**src/rtl/tqvp_dlmiles_i2c_pkg.sv**
```systemverilog
// tqvp_dlmiles_i2c_pkg: command, error and state encodings for the I2C bit engine
package tqvp_dlmiles_i2c_pkg;
  typedef enum logic [1:0] {
    CMD_START = 2'b00,
    CMD_STOP  = 2'b01,
    CMD_WRITE = 2'b10,
    CMD_READ  = 2'b11
  } cmd_e;
  typedef enum logic [1:0] {
    ERR_OK      = 2'b00,
    ERR_ARB     = 2'b01,
    ERR_TIMEOUT = 2'b10
  } err_e;
  typedef enum logic [3:0] {
    IDLE, STA_SU, STA_HD, STA_LOW, RS_LOW, RS_RISE, BIT_LOW,
    BIT_RISE, BIT_HIGH, BIT_FALL, STO_LOW, STO_RISE, STO_SU, STO_BUF
  } state_e;
endpackage

```
**src/rtl/tqvp_dlmiles_i2c_bit_engine.sv**
```systemverilog
// tqvp_dlmiles_i2c_bit_engine: I2C master bit engine (START/rSTART/STOP/bit) driving open-drain enables
module tqvp_dlmiles_i2c_bit_engine
  import tqvp_dlmiles_i2c_pkg::*;
(
  input  logic       clk,
  input  logic       rst_n,
  input  logic       cmd_valid_i,
  output logic       cmd_ready_o,
  input  logic [1:0] cmd_i,
  input  logic       cmd_bit_i,
  output logic       rsp_valid_o,
  output logic       rsp_bit_o,
  output logic [1:0] rsp_err_o,
  output logic       bus_held_o,
  output logic       timer_run_o,
  output logic       timer_restart_o,
  input  logic       stb_edgewait_i,
  input  logic       stb_prewait_i,
  input  logic       stb_scllow_i,
  input  logic       stb_sclhigh_i,
  input  logic       stb_overflow_i,
  input  logic       scl_i,
  input  logic       sda_i,
  output logic       scl_oe_o,
  output logic       sda_oe_o
);
  state_e state, state_n;
  logic scl_n, sda_n, held_n, rbit_n, done, arb1_q, go, accept;
  logic [1:0] fail;
  // timer strobes are stale in the cycle the timer is being restarted
  assign go = !timer_restart_o;
  assign cmd_ready_o = state == IDLE;
  assign timer_run_o = state != IDLE;
  assign accept = cmd_valid_i && cmd_ready_o;
  assign rsp_valid_o = done || fail != ERR_OK;
  assign rsp_err_o = fail;
  always_comb begin
    state_n = state;
    done = 1'b0;
    fail = ERR_OK;
    rbit_n = rsp_bit_o;
    case (state)
      IDLE: if (accept) begin
        if (cmd_i == CMD_START) begin
          state_n = bus_held_o ? RS_LOW : (scl_i && sda_i) ? STA_SU : IDLE;
          fail = (bus_held_o || (scl_i && sda_i)) ? ERR_OK : ERR_ARB;
        end else if (cmd_i == CMD_STOP) begin
          state_n = bus_held_o ? STO_LOW : IDLE;
          done = !bus_held_o;
        end else state_n = BIT_LOW;
      end
      STA_SU:  if (go && stb_prewait_i) state_n = STA_HD;
      STA_HD:  if (go && stb_prewait_i) state_n = STA_LOW;
      STA_LOW: if (go && stb_edgewait_i) begin state_n = IDLE; done = 1'b1; end
      RS_LOW:  if (go && stb_scllow_i) state_n = RS_RISE;
      BIT_LOW: if (go && stb_scllow_i) state_n = BIT_RISE;
      STO_LOW: if (go && stb_scllow_i) state_n = STO_RISE;
      RS_RISE, BIT_RISE, STO_RISE:
        if (scl_i) state_n = state == RS_RISE ? STA_SU : state == BIT_RISE ? BIT_HIGH : STO_SU;
        else if (go && stb_overflow_i) fail = ERR_TIMEOUT;
      BIT_HIGH: if (go && stb_sclhigh_i) begin
        rbit_n = sda_i;
        state_n = BIT_FALL;
        if (arb1_q && !sda_i) fail = ERR_ARB;
      end
      BIT_FALL: if (go && stb_edgewait_i) begin state_n = IDLE; done = 1'b1; end
      STO_SU:   if (go && stb_prewait_i) state_n = STO_BUF;
      STO_BUF:  if (go && stb_prewait_i) begin state_n = IDLE; done = 1'b1; end
      default:  state_n = IDLE;
    endcase
    scl_n = scl_oe_o;
    sda_n = sda_oe_o;
    held_n = (done && state == STA_LOW) || (bus_held_o && !(done && state == STO_BUF));
    // line enables are a function of the phase being entered
    if (state_n != state)
      case (state_n)
        STA_HD:           sda_n = 1'b1;
        STA_LOW, STO_LOW: begin scl_n = 1'b1; sda_n = 1'b1; end
        RS_LOW:           begin scl_n = 1'b1; sda_n = 1'b0; end
        BIT_LOW:          begin scl_n = 1'b1; sda_n = cmd_i == CMD_WRITE && !cmd_bit_i; end
        RS_RISE, BIT_RISE, STO_RISE: scl_n = 1'b0;
        BIT_FALL:         scl_n = 1'b1;
        STO_BUF:          sda_n = 1'b0;
        default:          ;
      endcase
    if (fail != ERR_OK) begin
      state_n = IDLE;
      scl_n = 1'b0;
      sda_n = 1'b0;
      held_n = 1'b0;
    end
  end
  always_ff @(posedge clk)
    if (!rst_n) begin
      state <= IDLE;
      scl_oe_o <= 1'b0;
      sda_oe_o <= 1'b0;
      bus_held_o <= 1'b0;
      rsp_bit_o <= 1'b0;
      arb1_q <= 1'b0;
      timer_restart_o <= 1'b0;
    end else begin
      state <= state_n;
      scl_oe_o <= scl_n;
      sda_oe_o <= sda_n;
      bus_held_o <= held_n;
      rsp_bit_o <= rbit_n;
      if (accept) arb1_q <= cmd_i == CMD_WRITE && cmd_bit_i;
      timer_restart_o <= state_n != state && state_n != IDLE;
    end
endmodule

```
**config.mk**
```make
export PLATFORM = sky130hd
export DESIGN_NAME = tqvp_dlmiles_i2c_bit_engine
export DESIGN_NICKNAME = d
export VERILOG_FILES = /design/src/rtl/tqvp_dlmiles_i2c_pkg.sv /design/src/rtl/tqvp_dlmiles_i2c_bit_engine.sv
export SDC_FILE = /design/constraint.sdc
export NUM_CORES = 1
export LEC_CHECK = 0
export BUFFER_PORTS_ARGS = -buffer_cell sky130_fd_sc_hd__buf_4
export CAP_MARGIN = 10
export CORE_MARGIN = 4
export CORE_UTILIZATION = 49
export DETAILED_ROUTE_END_ITERATION = 16
export PLACE_DENSITY = 0.8
export SLEW_MARGIN = 20
export SYNTH_ARGS = -nofsm -noshare
export SYNTH_HDL_FRONTEND = slang
export SYNTH_SLANG_ARGS = --single-unit
```
**constraint.sdc**
```tcl
create_clock -name clk -period 2.3 [get_ports clk]
set_clock_uncertainty 0.15 [all_clocks]
set_input_delay 0.115 -clock clk [delete_from_list [all_inputs] [get_ports clk]]
set_output_delay 0.115 -clock clk [all_outputs]
set_load 0.02 [all_outputs]
```
=== Word-level counts from Yosys, hierarchy flattened ===
Index checks and enable logic that the tools add are counted.

* Equality and inequality tests: 27
* Mux-type cells: 36
* Bitwise logic cells: 1
* Reductions and logical operators: 39

{| class="wikitable"
|+ Operator list
! kind !! count
|-
| 4-bit 2-to-1 mux || 16
|-
| 4-bit one-hot mux with 11 select lines || 1
|-
| 4-bit == test, second input constant || 10
|-
| 4-bit by 3-bit == test with 1-bit output, second input constant || 8
|-
| 4-bit by 2-bit == test with 1-bit output, second input constant || 4
|-
| 1-bit logical AND || 14
|-
| 1-bit 2-to-1 mux || 11
|-
| 3-bit OR reduction || 3
|-
| 4-bit inequality test || 2
|-
| 4-bit nonzero test || 2
|-
| 3-bit 2-to-1 mux || 2
|-
| 1-bit one-hot mux with 3 select lines || 2
|-
| 2-bit one-hot mux with 3 select lines || 1
|-
| 2-bit AND reduction || 3
|-
| 2-bit OR reduction || 3
|-
| 1-bit zero test || 5
|-
| 5-bit OR reduction || 1
|-
| 4-bit by 1-bit == test with 1-bit output, second input constant || 1
|-
| 4-bit zero test || 1
|-
| 2-bit 2-to-1 mux || 2
|-
| 2-bit nonzero test || 2
|-
| 1-bit logical OR || 3
|-
| 3-bit nonzero test || 1
|-
| 2-bit by 1-bit == test with 1-bit output, second input constant || 1
|-
| 4 further kinds || 4
|}

* Flip-flop bits (word level): 10
* Bits of input ports: 13
* Word-level logic and storage cells: 110

=== Longest topological paths before layout ===
Gate-level depths: netlist of the first run.

* Depth after elaboration: 10
* Gate-level depth with buffers: 10
* Gate-level depth less buffers: 8

=== Worst setup path after synthesis of the first run ===
No wires, ideal clock.

* Kind: register to register
* Start: register state[0]
* End: register sda_oe_o
* Data arrival time: 2.188 ns
* Path slack: -0.154 ns
* Cell stages (with the launch flop): 9
* Path buffers: 2
* Period minus slack after synthesis: 2.454 ns
* Cells stage by stage: dfxtp_1 -> buf_2 -> buf_2 -> nand2b_1 -> nor4b_1 -> nor2_1 -> nand2_1 -> a41o_1 -> nor2_1

* Elaborated cells on any way between the ends: 47
* Those cells by class: eq/ne (20); mux (17); reduce/logical (10)

{| class="wikitable"
|+ RTL lines
! item !! line !! text
|-
| from (decl) || tqvp_dlmiles_i2c_bit_engine.sv:27 || <nowiki>state_e state, state_n;</nowiki>
|-
| from (signal assigned) || tqvp_dlmiles_i2c_bit_engine.sv:103 || <nowiki>state <= state_n;</nowiki>
|-
| 4-bit by 3-bit == test with 1-bit output / 4-bit == test (equally long branches) || tqvp_dlmiles_i2c_bit_engine.sv:42 || <nowiki>case (state)</nowiki>
|-
| 3-bit OR reduction || tqvp_dlmiles_i2c_bit_engine.sv:42 ||
|-
| 2-bit one-hot mux with 3 select lines * || tqvp_dlmiles_i2c_bit_engine.sv:42 ||
|-
| net rsp_err_o[1] || tqvp_dlmiles_i2c_bit_engine.sv:13 || <nowiki>output logic [1:0] rsp_err_o,</nowiki>
|-
| 2-bit nonzero test * || tqvp_dlmiles_i2c_bit_engine.sv:86 || <nowiki>if (fail != ERR_OK) begin</nowiki>
|-
| 2-bit OR reduction (no line) * || n/a ||
|-
| to (signal assigned) || tqvp_dlmiles_i2c_bit_engine.sv:105 || <nowiki>sda_oe_o <= sda_n;</nowiki>
|-
| to (decl) || tqvp_dlmiles_i2c_bit_engine.sv:25 || <nowiki>output logic sda_oe_o</nowiki>
|}

The timed path passes the listed nets; every way through them passes the cells marked *.
A chain may end at the register's enable or synchronous reset.

=== Final worst setup path of the first run ===
* Start: register state[2]
* End: register scl_oe_o

* Longest elaborated chain between the ends: 9
* Elaborated cells on any way between the ends: 49
* Those cells by class: eq/ne (22); mux (17); reduce/logical (10)

{| class="wikitable"
|+ RTL lines
! item !! line !! text
|-
| 4-bit by 3-bit == test with 1-bit output || tqvp_dlmiles_i2c_bit_engine.sv:42, tqvp_dlmiles_i2c_bit_engine.sv:59 ||
|-
| 3-bit 2-to-1 mux || tqvp_dlmiles_i2c_bit_engine.sv:59 || <nowiki>if (scl_i) state_n = state == RS_RISE ? STA_SU : state == BIT_RISE ? BIT_HIGH : STO_SU;</nowiki>
|-
| 4-bit 2-to-1 mux (2 in a row) || tqvp_dlmiles_i2c_bit_engine.sv:59 ||
|-
| 4-bit one-hot mux with 11 select lines || tqvp_dlmiles_i2c_bit_engine.sv:42 ||
|-
| 4-bit by 3-bit == test with 1-bit output (tied with other cells) || tqvp_dlmiles_i2c_bit_engine.sv:76 || <nowiki>case (state_n)</nowiki>
|-
| 5-bit OR reduction (no line) / 3-bit OR reduction (equally long branches) || n/a ||
|-
| 2-bit nonzero test (no line) || n/a ||
|-
| 2-bit AND reduction (no line) || n/a ||
|-
| to (signal assigned) || tqvp_dlmiles_i2c_bit_engine.sv:104 || <nowiki>scl_oe_o <= scl_n;</nowiki>
|-
| to (decl) || tqvp_dlmiles_i2c_bit_engine.sv:24 || <nowiki>output logic scl_oe_o,</nowiki>
|}

Parallel ways exist; a longest one is shown, timed or not.

==> reports/metrics.csv, run 1 <==
metric,value,unit
finalMaxSlewViolations,0,
clk_pin_slew,0.07,ns
async_flop_share,0,%
cts_tree,yes,
synth-adder-area-share,0,%
finalWeightedCongestion,0.9019,
crit_fanout,14,
cts-htree-levels,1,
p_per_area,893.8,mW/mm^2
yosys.area_share.simple,39.06,%
grt_pass1_wl,6141,um
grt_util_all_layers,28.60,%
status,"finished, violations left",
start_kind,register,
via_per_inst,6.598,
pre_cts_slack,-0.07999,ns
start_util,53.19,%
synthesis.instances,146,
drt-wirelength-per-cell,18.71,um
yosysSeqAreaShare,18.43,%
grt-ovfl-total,0,
rsz0062_at_grt,true,
insertion_delay,0.27,ns
syn_nets,159,
synth_top_family_by_area,simple AND/OR/NAND/NOR gates,
synth_top_flop_cell,dfxtp_1,
antenna_found_initial,0,
dieArea,0.003034,mm^2
nets,201,
wirelength,4005,um
yosysWarnings,0,
synth_compound_area_share,29.15,%
drive_gt1_share,37.43,%
drcViolationCount,0,
worstHoldPathType,in2reg,
worstMarginPinSlew,0.5018,ns
arrival,2.38,ns
setup-violations-final,2,
hold_viol,0,
synth_area,0.001086,mm^2
synth_edf_count,0,
total_power,1362,uW
peakVddDrop,0.6793,mV
cts_buffers,3,
period_share,101.6,%
clkSinkCount,10,
maxCapViolations,0,
fmax,428.1,MHz
period_needed,2.336,ns
intPower,741.4,uW
clkPwrFrac,12.2,%
fill_cells,148,
syn_area_per_cell,7.439,um^2
clockBufferDepth,2,
hpwl,2866,um
antenna_cells,0,
fp-row-count,16,
p_leak,0.0006241,uW
comb_power_share,67.8,%
synth_cell_type_count,52,
dr.pass1.iters,5,
grt_max_degree,16,
synth.area.mux_share,2.880,%
cts-root-buf,clkbuf_4,
seqPwrFrac,20.0,%
core,0.002042,mm^2
die_h,55.08,um
slew_headroom,66.26,%
drtAntennaViolNets,0,
area_growth,40.32,%
vias,1412,
first_iter_violations,92,
synth_xor_area_share,1.613,%
layout_setup_ws,-0.03604,ns
synth-seq-cells,10,
crit_path_end_kind,register,
first_global_vias,1364,
violations,setup timing,
port_buffers,22,
swShare,45.57,%
switching_power,620.7,uW
worst_ep_required_time,2.35,ns
final_common_cell,buf_4,
ios,23,
die_w,55.08,um
mostFrequentLayoutCells,"buf_4, nor2_1, nand2_1",
crit_type,reg2reg,
## state kept, by name, indices dropped and copies added, names as in the netlist
name	count
arb1_q	1
scl_oe_o	1
rsp_bit_o	1
sda_oe_o	1
state	4
bus_held_o	1
timer_restart_o	1
## power groups by stage
stage | clock network, uW | registers (uW) | logic (uW)
after floorplan | 0 | 262 | 551
after global placement | 0 | 265 | 820
after detailed placement | 0 | 268 | 842
after CTS | 166 | 265 | 882
after global routing | 174 | 276 | 981
final | 166 | 273 | 923
## worst max-delay path: stages, from the launching register on
cell	delay [ns]
dfxtp_4	0.37
buf_4	0.14
buf_4	0.17
mux2i_1	0.16
o211ai_1	0.20
nand2_1	0.14
or3_4	0.46
o31ai_1	0.27
a31oi_1	0.07
o22ai_1	0.14
## final timing paths
path / start / depth (start not counted) / slack, ns / end
worst min-delay path: stb_sclhigh_i / 4 / 0.13 / rsp_bit_o
worst max register to register: state[2] / 9 / -0.04 / scl_oe_o
worst min register to register: rsp_bit_o / 2 / 0.34 / rsp_bit_o
worst max-delay path: state[2] / 9 / -0.04 / scl_oe_o
## timing repair
item | 4_1_cts | 5_1_grt
setup buffers | 4 | 0
cloned | 0 | 0
pin swaps | 10 | 2
setup endpoints to repair | 4 | 4
resized for setup | 9 | 6
hold buffers | 2 | 0
hold endpoints to repair | 4 | 0
## cells in the mapped netlist, drive strengths merged, types with 3 or more instances
cell,instances,area (um^2)
nor2b,3,18.77
nand2,14,52.55
nor3,6,30.03
nor3b,3,22.52
a21oi,6,30.03
buf,9,57.55
nor2,15,56.30
nand3,8,52.55
dfxtp,10,200.2
nor4b,5,58.80
inv,7,26.28
a31oi,3,18.77
o211ai,5,37.54
o21ai,4,23.77
nor4,6,37.54
o211a,3,30.03
o31ai,3,22.52
## layout make-up
type,instances,area [um^2],area share (%)
repair buffers,47,374.1,24.55
inverters,8,35.03,2.299
clock buffers,4,36.28,2.381
multi-input cells,118,837.1,54.93
well taps,27,33.78,2.217
flip-flops and latches,10,207.7,13.63
## logic make-up after synthesis
family / Yosys count
AO/OA/AOI/OAI: 40
XOR/XNOR: 2
buffers and inverters: 18
flip-flops: 10
multiplexers: 3
AND/OR/NAND/NOR: 73
## per-layer routing
layer | GRT usage [%] | up-vias | share of wire [%]
li1 | - | 636 | -
met1 | 35.11 | 652 | 40
met2 | 45.28 | 108 | 47
met3 | 5.898 | 16 | 10
met4 | 17.81 | 0 | 2.6
met5 | 0 | - | 0
## per-stage QoR
stage / hold WS (ns) / instance area, um^2 / std cells / util, % / setup TNS, ns
floorplan: 0.08671 / 1092 / 146 / - / 0
global placement: 0.2171 / 1393 / 205 / 68.20 / -0.01331
detailed placement: 0.2415 / 1393 / 205 / 68.20 / -0.1414
CTS: 0.1333 / 1499 / 214 / 73.41 / 0
global route: 0.1584 / 1524 / 214 / 74.63 / -0.3455
finish: 0.1342 / 1524 / 214 / 74.63 / -0.06688
Power figures use the tool's default switching activity.
==> inputs of run 2 (changes only) <==
REMOVE_ABC_BUFFERS = 1   (was not set)
SKIP_LAST_GASP = 1   (was not set)
==> run 2 against run 1 <==
  * The run still ends with setup timing left
  * Global-route usage decreased by 2.6 points
  * Utilization increased by 5.5 points
  * Via count increased by 2.1%
  * Register-to-register slack got worse by 0.07 ns
  * Hold slack got worse by 0.072 ns
  * Non-clock buffer count increased by 6
  * Worst setup slack got worse by 0.071 ns
  * Total power increased by 3.2%
  * Wire length increased by 5.4%
  * Sequential power decreased by 2%
  * Combinational power increased by 11%
  * Maximum frequency decreased by 2.9%
==> reports/metrics.csv, run 2 (synthesized netlist as in run 1, its figures left out) <==
metric,value,unit,change
peakVddDrop,0.6350,mV,-6.5%
clockBufferDepth,2,,unchanged
slew_headroom,62.29,%,-4.0 points
final_common_cell,buf_4,,
die_h,55.08,um,unchanged
ios,23,,unchanged
cts_tree,yes,,
dieArea,0.003034,mm^2,unchanged
start_kind,register,,
drcViolationCount,0,,unchanged
crit_type,reg2reg,,
setup-violations-final,4,,+2
cts-htree-levels,1,,unchanged
worst_ep_required_time,2.36,ns,about the same
drtAntennaViolNets,0,,unchanged
port_buffers,22,,unchanged
startpoint,state[0],,
mostFrequentLayoutCells,"buf_4, nor2_1, nand2_1",,
start_util,53.19,%,unchanged
status,"finished, violations left",,
area_growth,50.58,%,
switching_power,657.7,uW,+6.0%
grt-ovfl-total,0,,unchanged
swShare,46.78,%,+1.2 points
violations,setup timing,,
fp-row-count,16,,unchanged
rsz0062_at_grt,true,,
finalWeightedCongestion,0.8723,,-3.3%
hpwl,2719,um,-5.1%
first_global_vias,1240,,-9.1%
cp_cell_sequence,buf_6 > buf_6 > nor4b_4 > a211oi_2 > a21oi_1 > nor4_2 > o211ai_1 > a41o_1 > nor2_1,,
insertion_delay,0.27,ns,about the same
hold_slack,0.06250,ns,-0.07168 ns
final_util,80.09,%,+5.5 points
cts_buffers,3,,unchanged
hold_viol,0,,unchanged
hp-start,sda_i,,
placedCellCount,204,,-0.49%
dr.pass1.iters,5,,unchanged
wirelength,4222,um,+5.4%
clkPwrFrac,8.5,%,-3.7 points
multiInputGateArea,910.9,um^2,+8.8%
finalMaxSlewViolations,0,,unchanged
worstMarginPinSlew,0.5613,ns,+0.05944 ns
antenna_found_initial,0,,unchanged
slowest_stage,a211oi_2,,
period_share,104.7,%,+3.1 points
cts-root-buf,clkbuf_4,,
p_leak,0.0006760,uW,+8.3%
antenna_cells,0,,unchanged
nets,207,,+3.0%
crit_buf_inv,2,,unchanged
crit_path_end_kind,register,,
via_per_inst,6.584,,-0.21%
core,0.002042,mm^2,unchanged
grt_max_degree,15,,-1
drive_gt1_share,44.79,%,+7.4 points
grt_util_all_layers,25.97,%,-2.6 points
fin_cells,219,,+2.3%
die_w,55.08,um,unchanged
clk_pin_slew,0.06,ns,about the same
worstHoldPathType,in2reg,,
grt_pass1_wl,5644,um,-8.1%
seqPwrFrac,19.0,%,-1.0 points
rr_startpoint,state[0],,
period_needed,2.407,ns,+0.07097 ns
clkSinkCount,10,,unchanged
arrival,2.47,ns,+0.09 ns
first_iter_violations,68,,-26%
path_common_cell,buf_6,,
fin_area,0.001635,mm^2,+7.3%
crit_fanout,6,,-8
fill_cells,134,,-9.5%
largest_reg_flops,4,,unchanged
regMostFlops,state,,
max_stage_delay,0.37,ns,-0.09 ns
p_per_area,859.8,mW/mm^2,-3.8%
maxCapViolations,0,,unchanged
fmax,415.5,MHz,-2.9%
drt-wirelength-per-cell,19.28,um,+3.0%
place_area,0.001366,mm^2,-1.9%
critPathTopFamily,compound AO/OA/AOI/OAI gates,,
comb_power_share,72.4,%,+4.6 points
intPower,748.3,uW,+0.94%
vias,1442,,+2.1%
layout_setup_ws,-0.1070,ns,-0.07097 ns
regArea,210.2,um^2,+1.2%
==> run 2: power by group through the flow <==
stage	sequential (uW)	combinational (uW)	clock, uW
2_1_floorplan	309	462	0
3_3_place_gp	264	789	0
3_5_place_dp	267	812	0
4_1_cts	262	853	124
5_1_grt	272	1070	133
6_report	268	1020	120
==> run 2: layer usage <==
metal | GRT usage [%] | vias to the layer above | wire length [um]
met5 | 0 | - | 0
met4 | 16.60 | 0 | 178
met3 | 4.826 | 18 | 285
met2 | 41.14 | 90 | 2106
met1 | 31.99 | 689 | 1651
li1 | - | 645 | -
==> run 2: worst register-to-register path: cells and delay by family (launching register included) <==
| family | cells | cell delay [ns] |
|---|---|---|
| compound gates | 4 | 1.02 |
| simple gates | 3 | 0.58 |
| buf+inv | 2 | 0.25 |
| flops | 1 | 0.36 |
==> run 2: per-stage QoR <==
step | setup TNS [ns] | total power [uW] | setup slack [ns]
global route | -0.5682 | 1475 | -0.2281
floorplan | -2.140 | 770.7 | -0.3213
CTS | -0.006259 | 1239 | -0.006259
global placement | -0.03436 | 1053 | -0.03436
detailed placement | -0.2505 | 1079 | -0.1508
finish | -0.1745 | 1406 | -0.1070
==> run 2: cell type report <==
| type | count | share of cell area (%) |
|---|---|---|
| Tap cell | 27 | 2.066 |
| Inverter | 8 | 2.142 |
| Sequential cell | 10 | 12.85 |
| Timing Repair Buffer | 53 | 25.86 |
| Clock buffer | 3 | 1.377 |
| Multi-Input combinational cell | 118 | 55.70 |
==> run 2: final timing paths <==
kind | end | slack, ns | depth (start not counted)
max | sda_oe_o | -0.11 | 9
min reg2reg | rsp_bit_o | 0.33 | 2
min | rsp_bit_o | 0.06 | 3
max reg2reg | sda_oe_o | -0.11 | 9
==> run 2: what timing repair did <==
action                                  CTS  global route
hold endpoints to repair                  4             0
gates resized for setup                   9            26
setup buffers                             5             6
hold buffers                              1             0
pin swaps                                 9            23
endpoints found under the setup margin    4             5
